`src/rtl/imem_loader_pkg.sv`:
```
// Shared types and constants for the instruction-memory loader.
// State encoding, default frame marker and instruction width.
package imem_loader_pkg;

  localparam int         INSN_W       = 32;
  localparam logic [7:0] SYNC_DEFAULT = 8'hA5;

  typedef enum logic [2:0] {
    IDLE,
    LEN_HI,
    LEN_LO,
    DATA,
    CHECK,
    DONE,
    ERROR
  } state_e;

  // Terminal states park the stream until the host rearms.
  function automatic logic accepts(state_e s);
    return (s != DONE) && (s != ERROR);
  endfunction

endpackage

```
`src/rtl/imem_loader_if.sv`:
```
// Byte-stream input and imem write port of the loader.
// master = host/memory side, slave = loader.
interface imem_loader_if #(
  parameter int ADDR_W = 10
);
  import imem_loader_pkg::*;

  logic              in_valid;
  logic [7:0]        in_data;
  logic              in_ready;
  logic              imem_we;
  logic [ADDR_W-1:0] imem_addr;
  logic [INSN_W-1:0] imem_wdata;

  modport master (
    output in_valid, in_data,
    input  in_ready, imem_we, imem_addr, imem_wdata
  );

  modport slave (
    input  in_valid, in_data,
    output in_ready, imem_we, imem_addr, imem_wdata
  );

endinterface

```
`src/rtl/imem_loader_byte_packer.sv`:
```
// 8->32 big-endian packer; word_o/word_valid_o are registered, so the
// word appears the cycle after its fourth byte is accepted.
module imem_loader_byte_packer
  import imem_loader_pkg::*;
(
  input  logic              clk,
  input  logic              rst_n,
  input  logic              clr_i,
  input  logic              accept_i,
  input  logic [7:0]        byte_i,
  output logic              word_done_o,
  output logic              word_valid_o,
  output logic [INSN_W-1:0] word_o
);

  logic [1:0]        cnt_q;
  logic [INSN_W-9:0] shift_q;
  logic [INSN_W-1:0] word_q;
  logic              vld_q;

  assign word_done_o  = accept_i && (cnt_q == 2'd3);
  assign word_valid_o = vld_q;
  assign word_o       = word_q;

  always_ff @(posedge clk) begin
    if (!rst_n) begin
      cnt_q   <= '0;
      shift_q <= '0;
      word_q  <= '0;
      vld_q   <= 1'b0;
    end else begin
      vld_q <= 1'b0;
      if (clr_i) begin
        cnt_q <= '0;
      end else if (accept_i) begin
        cnt_q   <= cnt_q + 2'd1;
        shift_q <= {shift_q[INSN_W-17:0], byte_i};
        if (cnt_q == 2'd3) begin
          word_q <= {shift_q, byte_i};
          vld_q  <= 1'b1;
        end
      end
    end
  end

endmodule

```
`src/rtl/imem_loader.sv`:
```
// Framed byte-stream loader for the fetch-side instruction memory; keeps
// the core held until a frame with a good checksum has been written.
module imem_loader
  import imem_loader_pkg::*;
#(
  parameter int         ADDR_W    = 10,
  parameter logic [7:0] SYNC_BYTE = SYNC_DEFAULT
) (
  input  logic            clk,
  input  logic            rst_n,
  imem_loader_if.slave    bus,
  input  logic            rearm_i,
  output logic            core_hold_o,
  output logic            load_done_o,
  output logic            load_err_o,
  output logic [ADDR_W:0] words_loaded_o
);

  localparam logic [16:0] CAP = 17'(1) << ADDR_W;

  state_e            state_q, state_d;
  logic              in_ready_q, hold_q, done_q, err_q;
  logic [ADDR_W-1:0] addr_q;
  logic [ADDR_W:0]   words_q;
  logic [7:0]        chk_q;
  logic [15:0]       len_q;

  logic              accept, sync_hit, word_done, last_word, pk_vld;
  logic [15:0]       len_d;
  logic [INSN_W-1:0] pk_word;

  assign accept    = bus.in_valid && in_ready_q;
  assign sync_hit  = accept && (state_q == IDLE) && (bus.in_data == SYNC_BYTE);
  assign len_d     = {len_q[15:8], bus.in_data};
  assign last_word = (16'(words_q) + 16'd1) == len_q;

  imem_loader_byte_packer u_packer (
    .clk          (clk),
    .rst_n        (rst_n),
    .clr_i        (sync_hit),
    .accept_i     (accept && (state_q == DATA)),
    .byte_i       (bus.in_data),
    .word_done_o  (word_done),
    .word_valid_o (pk_vld),
    .word_o       (pk_word)
  );

  always_comb begin
    state_d = state_q;
    unique case (state_q)
      IDLE:   if (sync_hit) state_d = LEN_HI;
      LEN_HI: if (accept) state_d = LEN_LO;
      LEN_LO: if (accept) begin
        if (len_d == '0)             state_d = CHECK;
        else if ({1'b0, len_d} > CAP) state_d = ERROR;
        else                          state_d = DATA;
      end
      DATA:   if (word_done && last_word) state_d = CHECK;
      CHECK:  if (accept) state_d = (bus.in_data == chk_q) ? DONE : ERROR;
      DONE, ERROR: if (rearm_i) state_d = IDLE;
      default: state_d = IDLE;
    endcase
  end

  // Status outputs are registered from the next state so they line up with state_q.
  always_ff @(posedge clk) begin
    if (!rst_n) begin
      state_q    <= IDLE;
      in_ready_q <= 1'b0;
      hold_q     <= 1'b1;
      done_q     <= 1'b0;
      err_q      <= 1'b0;
      addr_q     <= '0;
      words_q    <= '0;
      chk_q      <= '0;
      len_q      <= '0;
    end else begin
      state_q    <= state_d;
      in_ready_q <= accepts(state_d);
      hold_q     <= (state_d != DONE);
      done_q     <= (state_d == DONE);
      err_q      <= (state_d == ERROR);

      if (sync_hit) begin
        chk_q   <= '0;
        words_q <= '0;
      end
      if (accept && (state_q inside {LEN_HI, LEN_LO, DATA}))
        chk_q <= chk_q ^ bus.in_data;
      if (accept && (state_q == LEN_HI)) len_q[15:8] <= bus.in_data;
      if (accept && (state_q == LEN_LO)) len_q[7:0]  <= bus.in_data;
      if (word_done) begin
        addr_q  <= words_q[ADDR_W-1:0];
        words_q <= words_q + {{ADDR_W{1'b0}}, 1'b1};
      end
    end
  end

  assign bus.in_ready    = in_ready_q;
  assign bus.imem_we     = pk_vld;
  assign bus.imem_addr   = addr_q;
  assign bus.imem_wdata  = pk_word;
  assign core_hold_o     = hold_q;
  assign load_done_o     = done_q;
  assign load_err_o      = err_q;
  assign words_loaded_o  = words_q;

endmodule

```
`src/flat_wrapper.sv`:
```
// flat-port wrapper written by rule: the top's interface ports become plain ports
module imem_loader_flat import imem_loader_pkg::*;
#(
  parameter int         ADDR_W    = 10,
  parameter logic [7:0] SYNC_BYTE = SYNC_DEFAULT
)
  (clk, rst_n, rearm_i, core_hold_o, load_done_o, load_err_o, words_loaded_o, bus_in_valid, bus_in_data, bus_in_ready, bus_imem_we, bus_imem_addr, bus_imem_wdata);
  imem_loader_if #(.ADDR_W(ADDR_W)) bus_i ();
  input  logic clk;
  input  logic rst_n;
  input  logic rearm_i;
  output logic core_hold_o;
  output logic load_done_o;
  output logic load_err_o;
  output logic [ADDR_W:0] words_loaded_o;
  input wire logic [$bits(bus_i.in_valid)-1:0] bus_in_valid;
  input wire logic [$bits(bus_i.in_data)-1:0] bus_in_data;
  output wire logic [$bits(bus_i.in_ready)-1:0] bus_in_ready;
  output wire logic [$bits(bus_i.imem_we)-1:0] bus_imem_we;
  output wire logic [$bits(bus_i.imem_addr)-1:0] bus_imem_addr;
  output wire logic [$bits(bus_i.imem_wdata)-1:0] bus_imem_wdata;
  assign bus_i.in_valid = bus_in_valid;
  assign bus_i.in_data = bus_in_data;
  assign bus_in_ready = bus_i.in_ready;
  assign bus_imem_we = bus_i.imem_we;
  assign bus_imem_addr = bus_i.imem_addr;
  assign bus_imem_wdata = bus_i.imem_wdata;
  imem_loader #(.ADDR_W(ADDR_W), .SYNC_BYTE(SYNC_BYTE)) u_core (.clk(clk), .rst_n(rst_n), .bus(bus_i), .rearm_i(rearm_i), .core_hold_o(core_hold_o), .load_done_o(load_done_o), .load_err_o(load_err_o), .words_loaded_o(words_loaded_o));
endmodule
```
`config.mk`:
```
export PLATFORM = sky130hd
export DESIGN_NAME = imem_loader_flat
export DESIGN_NICKNAME = d
export VERILOG_FILES = /design/src/rtl/imem_loader_pkg.sv /design/src/rtl/imem_loader_if.sv /design/src/rtl/imem_loader_byte_packer.sv /design/src/rtl/imem_loader.sv /design/src/flat_wrapper.sv
export SDC_FILE = /design/constraint.sdc
export NUM_CORES = 1
export LEC_CHECK = 0
export CORE_MARGIN = 3
export CORE_UTILIZATION = 43
export DETAILED_ROUTE_END_ITERATION = 6
export PLACE_DENSITY = 0.71
export SETUP_SLACK_MARGIN = 0.02
export SLEW_MARGIN = 10
export SYNTH_ARGS = -nofsm -noshare
export SYNTH_HDL_FRONTEND = slang
export SYNTH_SLANG_ARGS = --single-unit
```
`constraint.sdc`:
```
create_clock -name clk -period 2.85 [get_ports clk]
set_input_delay 0.57 -clock clk [delete_from_list [all_inputs] [get_ports clk]]
set_output_delay 0.57 -clock clk [all_outputs]
set_load 0.03 [all_outputs]
```
# Yosys cells after proc, flatten, opt, wreduce, memory -nomap -nowiden

Cells that the tools add are included.

Register bits after elaboration: 111
Bits in latches: 0
Memory bits (writable): 0
Memory bits (read-only): 0
Input bits: 12
Output and inout port bits: 58
Logic and storage cells: 71
Memories kept: 0

Add/subtract/negate cells: 3
Multiply operators: 0
Div/mod/pow operators: 0
Magnitude comparators: 1
Eq/ne operators: 14
Shift operators: 0
Muxes and demuxes: 15
Bitwise logic cells: 4
Reductions and logical operators: 20

Operator list:

| operator                                                                           | count |
|---|---|
| 3-bit 2-to-1 mux                                                                   | 8 |
| 11-bit 2-to-1 mux                                                                  | 2 |
| 3-bit case mux with 6 select lines                                                 | 1 |
| 16-bit equality test                                                               | 1 |
| 16-bit by 11-bit greater-than comparator with 1-bit output (second input constant) | 1 |
| 16-bit logical NOT                                                                 | 1 |
| 8-bit 2-to-1 mux                                                                   | 2 |
| 3-bit equality test (second input constant)                                        | 5 |
| 11-bit by 1-bit adder with 12-bit output (second input constant)                   | 1 |
| 11-bit by 1-bit adder with 11-bit output (second input constant)                   | 1 |
| 1-bit logical AND                                                                  | 10 |
| 8-bit equality test                                                                | 1 |
| 8-bit equality test (second input constant)                                        | 1 |
| 8-bit XOR                                                                          | 1 |
| 3-bit by 2-bit equality test with 1-bit output (second input constant)             | 2 |
| 3-bit != test (second input constant)                                              | 2 |
| 2-bit nonzero test                                                                 | 2 |
| 2-bit OR reduction                                                                 | 2 |
| 3-bit by 1-bit equality test with 1-bit output (second input constant)             | 1 |
| 3-bit logical NOT                                                                  | 1 |
| 1-bit inverter                                                                     | 3 |
| 3-bit AND reduction                                                                | 1 |
| 3-bit nonzero test                                                                 | 1 |
| 3-bit OR reduction                                                                 | 1 |
| 5 further kinds                                                                    | 5 |

# Logic depth before layout (Yosys ltp)

Gate-level depths: netlist of the first run.

Word-level depth: 8
Depth in mapped cells: 8
Gate-level depth less buffers: 6

# Hierarchy

A second synthesis of the first run with hierarchy kept.

Cells, all modules: 582
Area total of the unflattened synthesis: 5019.8 sq um

Modules (own cells, without submodules):

| module                  | instances | cells an instance | area each (sq um) | sequential area each (sq um) |
|---|---|---|---|---|
| imem_loader             | 1         | 319               | 2683.8            | 1041.0 |
| imem_loader_byte_packer | 1         | 263               | 2336.0            | 1181.1 |

# Worst setup path after synthesis of the first run

No wires, ideal clock.

Kind: flip-flop to flip-flop
From: register u_core.words_q[0], in the netlist u_core.words_loaded_o[0]
To: register u_core.state_q[1]
Library setup time: 133 ps
Data arrival time: 2155 ps
Data required time: 2717 ps
Slack: 562 ps
Cell stages (with the launch flop): 7
Path buffers: 1
Clock period less this slack: 2288 ps
Path through: dfxtp_1 -> buf_4 -> nand4_2 -> or4_1 -> a2111o_1 -> a2111oi_4 -> o211ai_1

Longest elaborated chain between the ends: 5

RTL lines:

| element                                  | RTL line          | source |
|---|---|---|
| start: declaration                       | imem_loader.sv:24 | `logic [ADDR_W:0] words_q;` |
| start signal: assignment                 | imem_loader.sv:94 | `words_q <= words_q + {{ADDR_W{1'b0}}, 1'b1};` |
| 11-bit by 1-bit adder with 12-bit output | imem_loader.sv:35 | `assign last_word = (16'(words_q) + 16'd1) == len_q;` |
| 16-bit equality test                     | imem_loader.sv:35 |  |
| 1-bit logical AND                        | imem_loader.sv:58 | `DATA: if (word_done && last_word) state_d = CHECK;` |
| 3-bit 2-to-1 mux                         | imem_loader.sv:58 |  |
| 3-bit case mux with 6 select lines       | imem_loader.sv:50 | `unique case (state_q)` |
| end signal: assignment                   | imem_loader.sv:78 | `state_q <= state_d;` |
| end: declaration                         | imem_loader.sv:21 | `state_e state_q, state_d;` |

Every way passes these cells.
A chain may end at the register's enable or synchronous reset.

# Worst setup path after layout of the first run

From: input port bus_in_data[1]
To: register u_core.words_q[6], in the netlist u_core.words_loaded_o[6]

Longest elaborated chain between the ends: 3

RTL lines:

| element                      | RTL line           | source |
|---|---|---|
| start: declaration           | flat_wrapper.sv:17 | `input wire logic [$bits(bus_i.in_data)-1:0] bus_in_data;` |
| 8-bit equality test          | imem_loader.sv:33  | `assign sync_hit = accept && (state_q == IDLE) && (bus.in_data == SYNC_BYTE);` |
| 1-bit logical AND            | imem_loader.sv:33  |  |
| 2-bit nonzero test (no line) | n/a                |  |

Every way passes these cells.

==> results.json, run 1 <==
{
  "synth_most_common_cell": "nand2_1",
  "cts_tree": "built",
  "slowest_delay_ps": 640,
  "syn_nets": 633,
  "clkSinkCount": 111,
  "ant_nets": 0,
  "synthTopCellsByArea": "dfxtp_1, nand2_1, a21oi_1",
  "finalCritPeriodShare": 0.818,
  "place_congestion": 0.866,
  "cts_buffer_depth": 2,
  "remaining_drc_errors": 0,
  "worst-setup-path-type": "in2reg",
  "root_buffer": "clkbuf_8",
  "instances_no_fill": 817,
  "drt_pass1_iterations": 5,
  "vias_per_cell": 5.45,
  "die_w_um": 112,
  "required_ps": 3100,
  "syn_avg_cell_area_sq_um": 7.79,
  "power_density_nw_per_um2": 442,
  "grt_max_degree": 80,
  "ys_warn_count": 0,
  "finalSetupTns_ps": 0,
  "hold_viol_final": 0,
  "cts_resized": 0,
  "worstPathCellList": "clkdlybuf4s50_1 > or4_1 > nor4_2 > nor2_1 > o21ai_0 > a21oi_1",
  "nets": 686,
  "hold_slack_ps": 459,
  "synthFlopType": "dfxtp_1",
  "drt_iter0_markers": 319,
  "start_util": 0.443,
  "floorplan.rows": 38,
  "relSlewSlack": 0.495,
  "status": "finished, final reports clean",
  "fmax_ghz": 0.429,
  "clk_pin_slew_ps": 120,
  "synth_cells": 619,
  "synth_top_area_frac": 0.461,
  "synth_edf_count": 0,
  "arrival_ps": 2580,
  "layout_min_cycle_time_ps": 2330,
  "grt_overflow_total": 0,
  "start_kind": "input port",
  "cp_slowest_cell": "or4_1",
  "ios": 70,
  "yosysSeqAreaShare": 0.461,
  "worst_clock_skew_ps": 18.8,
  "dp_cells": 801,
  "ctsHoldBuffers": 0,
  "clkLatencyLatePin_ps": 380,
  "wl_per_cell_um": 15.1,
  "die_h_um": 112,
  "synth_area_leader_cell": "dfxtp_1",
  "crit_family": "simple AND/OR/NAND/NOR gates",
  "r2r_slack_ps": 540,
  "drive_gt1_frac": 0.0739,
  "port_buffers": 69,
  "async_flop_share": 0,
  "coreArea_sq_um": 10900,
  "synthTopCellsByCount": "nand2_1, dfxtp_1, a21oi_1",
  "ys_ff_latch": 111,
  "place.detailed.hpwl_mm": 8.55,
  "final_util": 0.539,
  "yosys.cell_types.count": 53,
  "syn2layout_area_growth_pct": 21.6,
  "placed_area_sq_um": 5670,
  "hold_class": "reg2reg",
  "finalSetupViolCount": 0,
  "critPathBufInv": 1,
  "maxCapViolCount": 0,
  "post_cts_buffers": 0,
  "grt_antenna_before_repair": 0,
  "diodes": 0,
  "syn_area_sq_um": 4820,
  "rsz0062_at_grt": "false",
  "finalWirelength_mm": 12.3,
  "grt_use_total": 0.197,
  "vias": 4452,
  "h-tree-depth": 3,
  "cts-buffers-inserted": 9,
  "fin_area_sq_um": 5870,
  "worst_pin_slew_ps": 750,
  "grt_pass1_wl_mm": 20.6,
  "first_global_vias": 4259,
  "end_kind": "flip-flop",
  "die_area_sq_um": 12500,
  "crit_fanout": 10,
  "p_leak_uw": 0.00190,
  "max-vdd-ir-drop_mv": 0.229,
  "slew_violations": 0
}
==> cell families after synthesis <==
logic type,share of synthesized area
AO/OA/AOI/OAI,0.184
adder cells (fa/ha/maj),0.00519
flip-flops,0.461
XOR/XNOR,0.0467
multiplexers,0.00208
AND/OR/NAND/NOR,0.256
buffers and inverters,0.0451
==> cell type report <==
cell class / count / area (sq um)
inverter: 4 / 15.0
multi-input combinational: 455 / 2390
clock inverter: 7 / 72.6
sequential: 111 / 2220
fill: 1062 / 5020
tap: 140 / 175
clock buffer: 9 / 124
timing repair buffer: 91 / 868
==> worst paths after layout <==
kind                          startpoint                          to  depth (start not counted)
max reg2reg     u_core.words_loaded_o[4]           u_core.state_q[1]                          5
max                       bus_in_data[1]    u_core.words_loaded_o[6]                          6
min          u_core.u_packer.shift_q[16]  u_core.u_packer.word_o[24]                          2
min reg2reg  u_core.u_packer.shift_q[16]  u_core.u_packer.word_o[24]                          2
==> power by group <==
group / internal (uW) / leakage [uW] / switching [uW]
clock network: 345 / 0.000101 / 602
logic: 33.8 / 0.000905 / 60.8
registers: 1550 / 0.000894 / 0.965
==> worst register-to-register path, cell delays in order, from the launching register on <==
cell and delay [ps]:
dfxtp_1 590, nand3_4 160, or4_1 550, a2111o_1 460, a2111oi_4 290, o211ai_1 140
==> cells in the final DEF (no fill, tap or decap), types with 2 or more instances in the layout <==
master / Yosys / routed
nand2_1: 169 / 169
dfxtp_1: 111 / 111
a21oi_1: 102 / 102
clkdlybuf4s50_1: 0 / 69
nor2_1: 29 / 29
o21ai_0: 28 / 28
buf_4: 4 / 21
xnor2_1: 17 / 17
nand3b_1: 12 / 12
nor3_1: 9 / 9
clkbuf_8: 0 / 9
a31oi_1: 8 / 8
nand4_1: 6 / 6
xor2_1: 6 / 6
or4_1: 5 / 5
nor4_1: 5 / 5
nor2b_1: 4 / 4
nand3_1: 5 / 4
and2_1: 4 / 4
inv_6: 0 / 4
or2_2: 3 / 3
inv_1: 3 / 3
and4_1: 3 / 3
and3_1: 4 / 3
o211ai_1: 3 / 3
or3_1: 3 / 3
nand2b_1: 2 / 2
o41ai_1: 2 / 2
nor3b_1: 2 / 2
ha_1: 2 / 2
clkinv_8: 0 / 2
==> per-layer routing <==
metal / up-vias / wire length [um] / part of all wire / global-route usage
met4: 0 / 145 / 0.012 / 0.0527
met1: 2133 / 5490 / 0.45 / 0.259
met2: 103 / 6020 / 0.49 / 0.334
met3: 11 / 641 / 0.052 / 0.0359
met5: - / 0 / 0 / 0
li1: 2205 / - / - / -
==> stage by stage <==
| step | total power [uW] | worst slack [ps] |
|---|---|---|
| 2_1_floorplan | 1640 | 562 |
| 3_3_place_gp | 1680 | 274 |
| 3_5_place_dp | 1680 | 166 |
| 4_1_cts | 2610 | 517 |
| 5_1_grt | 2680 | 406 |
| 6_report | 2590 | 520 |
==> registers in the layout (all words and copies together) (netlist names) <==
register                      flops
u_core.u_packer.cnt_q             2
u_core.bus.in_ready               1
u_core.u_packer.word_o           32
u_core.bus.imem_addr             10
u_core.words_loaded_o            11
u_core.state_q                    3
u_core.u_packer.word_valid_o      1
u_core.len_q                     16
u_core.load_done_o                1
u_core.chk_q                      8
u_core.core_hold_o                1
u_core.u_packer.shift_q          24
u_core.load_err_o                 1
Note: power is estimated with default switching activity, not from simulation.
==> run 2, diff against run 1 <==
==> constraint.sdc (replaced) <==
create_clock -name clk -period 2.3 [get_ports clk]
set_input_delay 0.46 -clock clk [delete_from_list [all_inputs] [get_ports clk]]
set_output_delay 0.46 -clock clk [all_outputs]
set_load 0.03 [all_outputs]
==> results.json, run 2 (synthesized netlist as in run 1, its figures left out) <==
{
  "ff2ff_path_depth": 5,
  "dp_cells": 825,
  "end_kind": "flip-flop",
  "drt_iter0_markers": 365,
  "finalSetupViolCount": 0,
  "worst-setup-path-type": "reg2reg",
  "coreArea_sq_um": 10900,
  "remaining_drc_errors": 0,
  "place_congestion": 0.837,
  "fillerInstances": 1030,
  "cts-buffers-inserted": 9,
  "grt_pass1_wl_mm": 20.6,
  "hold_class": "reg2reg",
  "floorplan.rows": 38,
  "die_w_um": 112,
  "largest_reg_flops": 32,
  "vias_per_cell": 5.43,
  "max-vdd-ir-drop_mv": 0.318,
  "pre_cts_ws_ps": -142,
  "required_ps": 2560,
  "worst_clock_skew_ps": 9.50,
  "relSlewSlack": 0.583,
  "post_cts_buffers": 0,
  "h-tree-depth": 3,
  "rr_endpoint": "u_core.state_q[1]",
  "finalCritPeriodShare": 0.940,
  "hold_viol_final": 0,
  "worst_pin_slew_ps": 624,
  "wl_per_cell_um": 14.9,
  "place.detailed.hpwl_mm": 8.83,
  "port_buffers": 69,
  "finalWirelength_mm": 12.6,
  "diodes": 0,
  "layout_setup_ws_ps": 139,
  "status": "finished, final reports clean",
  "p_leak_uw": 0.00204,
  "drive_gt1_frac": 0.110,
  "crit_fanout": 10,
  "die_area_sq_um": 12500,
  "cts_buffer_depth": 2,
  "min_from": "u_core.u_packer.shift_q[21]",
  "final_cell_mix": "nand2_1, dfxtp_1, a21oi_1",
  "final_common_cell": "nand2_1",
  "slew_violations": 0,
  "ant_nets": 0,
  "power_density_nw_per_um2": 540,
  "rsz0062_at_grt": "false",
  "ios": 70,
  "worstHoldPathCells": 2,
  "maxCapViolCount": 0,
  "hold_end": "u_core.u_packer.shift_q[21]",
  "vias": 4563,
  "fmax_ghz": 0.463,
  "drt_pass1_iterations": 5,
  "first_global_vias": 4264,
  "syn2layout_area_growth_pct": 26.3,
  "cts_tree": "built",
  "grt_overflow_total": 0,
  "p_total_uw": 3290,
  "reg2reg_from": "u_core.words_loaded_o[5]",
  "r2r_slack_ps": 140,
  "grt_antenna_before_repair": 0,
  "instances_no_fill": 841,
  "layout_min_cycle_time_ps": 2160,
  "clkSinkCount": 111,
  "grt_max_degree": 62,
  "grt_use_total": 0.200,
  "clkLatencyLatePin_ps": 390,
  "multi_input_area_sq_um": 2390,
  "clk_pin_slew_ps": 100,
  "arrival_ps": 2420,
  "die_h_um": 112,
  "start_kind": "flip-flop",
  "nets": 710,
  "start_util": 0.443,
  "root_buffer": "clkbuf_8",
  "register_area_sq_um": 2230,
  "final_util": 0.559
}
==> run 2: what timing repair did <==
item,in CTS,in global routing
gates resized for setup,0,2
endpoints found under the setup margin,0,3
hold buffers,0,0
==> run 2: power breakdown <==
part,switching [uW],internal (uW),total (uW)
clock network,711,529,1240
registers,1.40,1920,1920
logic,76.0,50.3,126
total,788,2500,3290
==> run 2: per-stage QoR <==
stage	instance area, sq um	TNS (ps)	hold slack (ps)
after floorplan	4830	0	432
after global placement	5880	-893	439
after detailed placement	5880	-1770	446
after CTS	6090	0	461
after global routing	6090	0	482
final	6090	0	459
==> run 2: cell type report <==
class | count | area share
Timing Repair Buffer | 115 | 0.176
Clock buffer | 9 | 0.0203
Sequential cell | 111 | 0.366
Multi-Input combinational cell | 455 | 0.392
Inverter | 4 | 0.00247
Tap cell | 140 | 0.0288
Clock inverter | 7 | 0.0138
==> run 2: how the worst max path moves through the flow <==
stage	start	to	slack [ps]	depth (start not counted)
after global placement	bus_in_data[1]	u_core.state_q[1]	-110	6
after detailed placement	bus_in_data[1]	u_core.state_q[1]	-140	6
after global routing	u_core.words_loaded_o[5]	u_core.state_q[1]	60	5
after CTS	u_core.words_loaded_o[0]	u_core.state_q[1]	100	5
after floorplan	u_core.words_loaded_o[1]	u_core.state_q[1]	30	5
final	u_core.words_loaded_o[5]	u_core.state_q[1]	140	5
==> run 2: worst max-delay path, stage by stage (launching register included) <==
cell,delay (ps)
dfxtp_2,460
nand4_2,130
or4_1,530
a2111o_1,490
a2111oi_4,280
o211ai_1,150
==> run 2: routing by layer <==
layer  wire, um  global-route usage  up-vias
met5          0                   0        -
met4        199              0.0657        0
met3        604              0.0337       21
met2       5940               0.328      122
met1       5810               0.270     2162
li1           -                   -     2258
==> run 3, diff against run 2 <==
--- a/config.mk
+++ b/config.mk
@@ -5,9 +5,11 @@
 export SDC_FILE = /design/constraint.sdc
 export NUM_CORES = 1
 export LEC_CHECK = 0
+export CAP_MARGIN = 20
 export CORE_MARGIN = 3
 export CORE_UTILIZATION = 43
 export DETAILED_ROUTE_END_ITERATION = 6
+export MAX_ROUTING_LAYER = met4
 export PLACE_DENSITY = 0.71
 export SETUP_SLACK_MARGIN = 0.02
 export SLEW_MARGIN = 10
==> constraint.sdc (replaced) <==
create_clock -name clk -period 2.63 [get_ports clk]
set_input_delay 0.526 -clock clk [delete_from_list [all_inputs] [get_ports clk]]
set_output_delay 0.526 -clock clk [all_outputs]
set_load 0.03 [all_outputs]
==> results.json, run 3 (synthesized netlist as in run 1, its figures left out) <==
{
  "fin_area_sq_um": 5950,
  "instances_no_fill": 824,
  "use_met1": 0.265,
  "hold_viol_final": 0,
  "worst_pin_slew_ps": 721,
  "finalCritPeriodShare": 0.870,
  "largest_reg_flops": 32,
  "first_global_vias": 4179,
  "vias": 4514,
  "use_met2": 0.323,
  "top_usage_layer": "met2",
  "h-tree-depth": 3,
  "coreArea_sq_um": 10900,
  "place.detailed.hpwl_mm": 8.64,
  "fmax_ghz": 0.437,
  "max-vdd-ir-drop_mv": 0.325,
  "arrival_ps": 2540,
  "layout_setup_ws_ps": 343,
  "post_cts_buffers": 0,
  "slowest_delay_ps": 590,
  "layout_min_cycle_time_ps": 2290,
  "clkLatencyLatePin_ps": 370,
  "dp_cells": 808,
  "cts-buffers-inserted": 9,
  "fillerInstances": 1050,
  "diodes": 0,
  "wl_per_cell_um": 14.9,
  "ant_nets": 0,
  "port_buffers": 69,
  "die_area_sq_um": 12500,
  "power_density_nw_per_um2": 482,
  "hold_class": "reg2reg",
  "crit_family": "compound AO/OA/AOI/OAI gates",
  "final_cell_mix": "nand2_1, dfxtp_1, a21oi_1",
  "crit_fanout": 10,
  "final_common_cell": "nand2_1",
  "grt_antenna_before_repair": 0,
  "ctsHoldBuffers": 0,
  "finalSetupViolCount": 0,
  "maxCapViolCount": 0,
  "drt_iter0_markers": 405,
  "grt_pass1_wl_mm": 20.4,
  "vias_per_cell": 5.48,
  "use_met3": 0.0272,
  "p_total_uw": 2870,
  "cts_tree": "built",
  "place_congestion": 0.875,
  "worst-setup-path-type": "reg2reg",
  "end_kind": "flip-flop",
  "rsz0062_at_grt": "false",
  "cts_resized": 0,
  "floorplan.rows": 38,
  "start_util": 0.443,
  "ios": 70,
  "status": "finished, final reports clean",
  "finalWirelength_mm": 12.3,
  "relSlewSlack": 0.515,
  "p_leak_uw": 0.00194,
  "finalSetupTns_ps": 0,
  "r2r_slack_ps": 340,
  "placed_area_sq_um": 5730,
  "start_kind": "flip-flop",
  "critPathBufInv": 0,
  "clkSinkCount": 111,
  "root_buffer": "clkbuf_8",
  "grt_overflow_total": 0,
  "die_w_um": 112,
  "pre_cts_ws_ps": 2.78,
  "required_ps": 2890,
  "drive_gt1_frac": 0.0819,
  "cp_slowest_cell": "dfxtp_1",
  "grt_use_total": 0.200,
  "remaining_drc_errors": 0,
  "drt_pass1_iterations": 5,
  "syn2layout_area_growth_pct": 23.4,
  "slew_violations": 0,
  "cts_buffer_depth": 2,
  "grt_max_degree": 55,
  "worstPathCellList": "nand3_4 > or4_1 > a2111o_1 > a2111oi_4 > o211ai_1",
  "worst_clock_skew_ps": 18.8,
  "nets": 693,
  "die_h_um": 112,
  "clk_pin_slew_ps": 120
}
## run 3: changes by cell type in the layout (fill, tap and decap cells not counted), sizes merged
cell    delta
clkbuf     +1
buf       -17
inv        -3
clkinv     +2
## run 3: stage by stage
step                      hold WS, ps   util
after floorplan                   432      -
after global placement            441  0.527
after detailed placement          447  0.527
after CTS                         463  0.547
after global routing              483  0.547
final                             460  0.547
## run 3: power by group
group / internal (uW) / switching, uW
combinational: 39.3 / 65.4
clock: 466 / 617
sequential: 1680 / 1.04
total: 2190 / 683
## run 3: worst min-delay path, cell delays in order (launching register included)
cell,delay [ps]
dfxtp_1,330
nand2_1,50
a21oi_1,50
## run 3: layout make-up
class	instances	area [sq um]	area share
clock buffers	10	128	0.0214
clock inverters	6	88.8	0.0149
inverters	4	15.0	0.00252
multi-input cells	455	2390	0.401
flip-flops and latches	111	2220	0.373
well taps	140	175	0.0294
repair buffers	98	933	0.157
## run 3: final timing paths
path                                     from                           to  cells after the start
setup reg to reg     u_core.words_loaded_o[2]            u_core.state_q[1]                      5
setup / recovery     u_core.words_loaded_o[2]            u_core.state_q[1]                      5
hold / removal    u_core.u_packer.shift_q[20]  u_core.u_packer.shift_q[20]                      2
hold reg to reg   u_core.u_packer.shift_q[20]  u_core.u_packer.shift_q[20]                      2
## run 3: routing by layer
layer  vias up  part of all wire
met4         0             0.014
met3        20             0.064
li1       2228                 -
met1      2093              0.45
met5         -                 0
met2       173              0.48
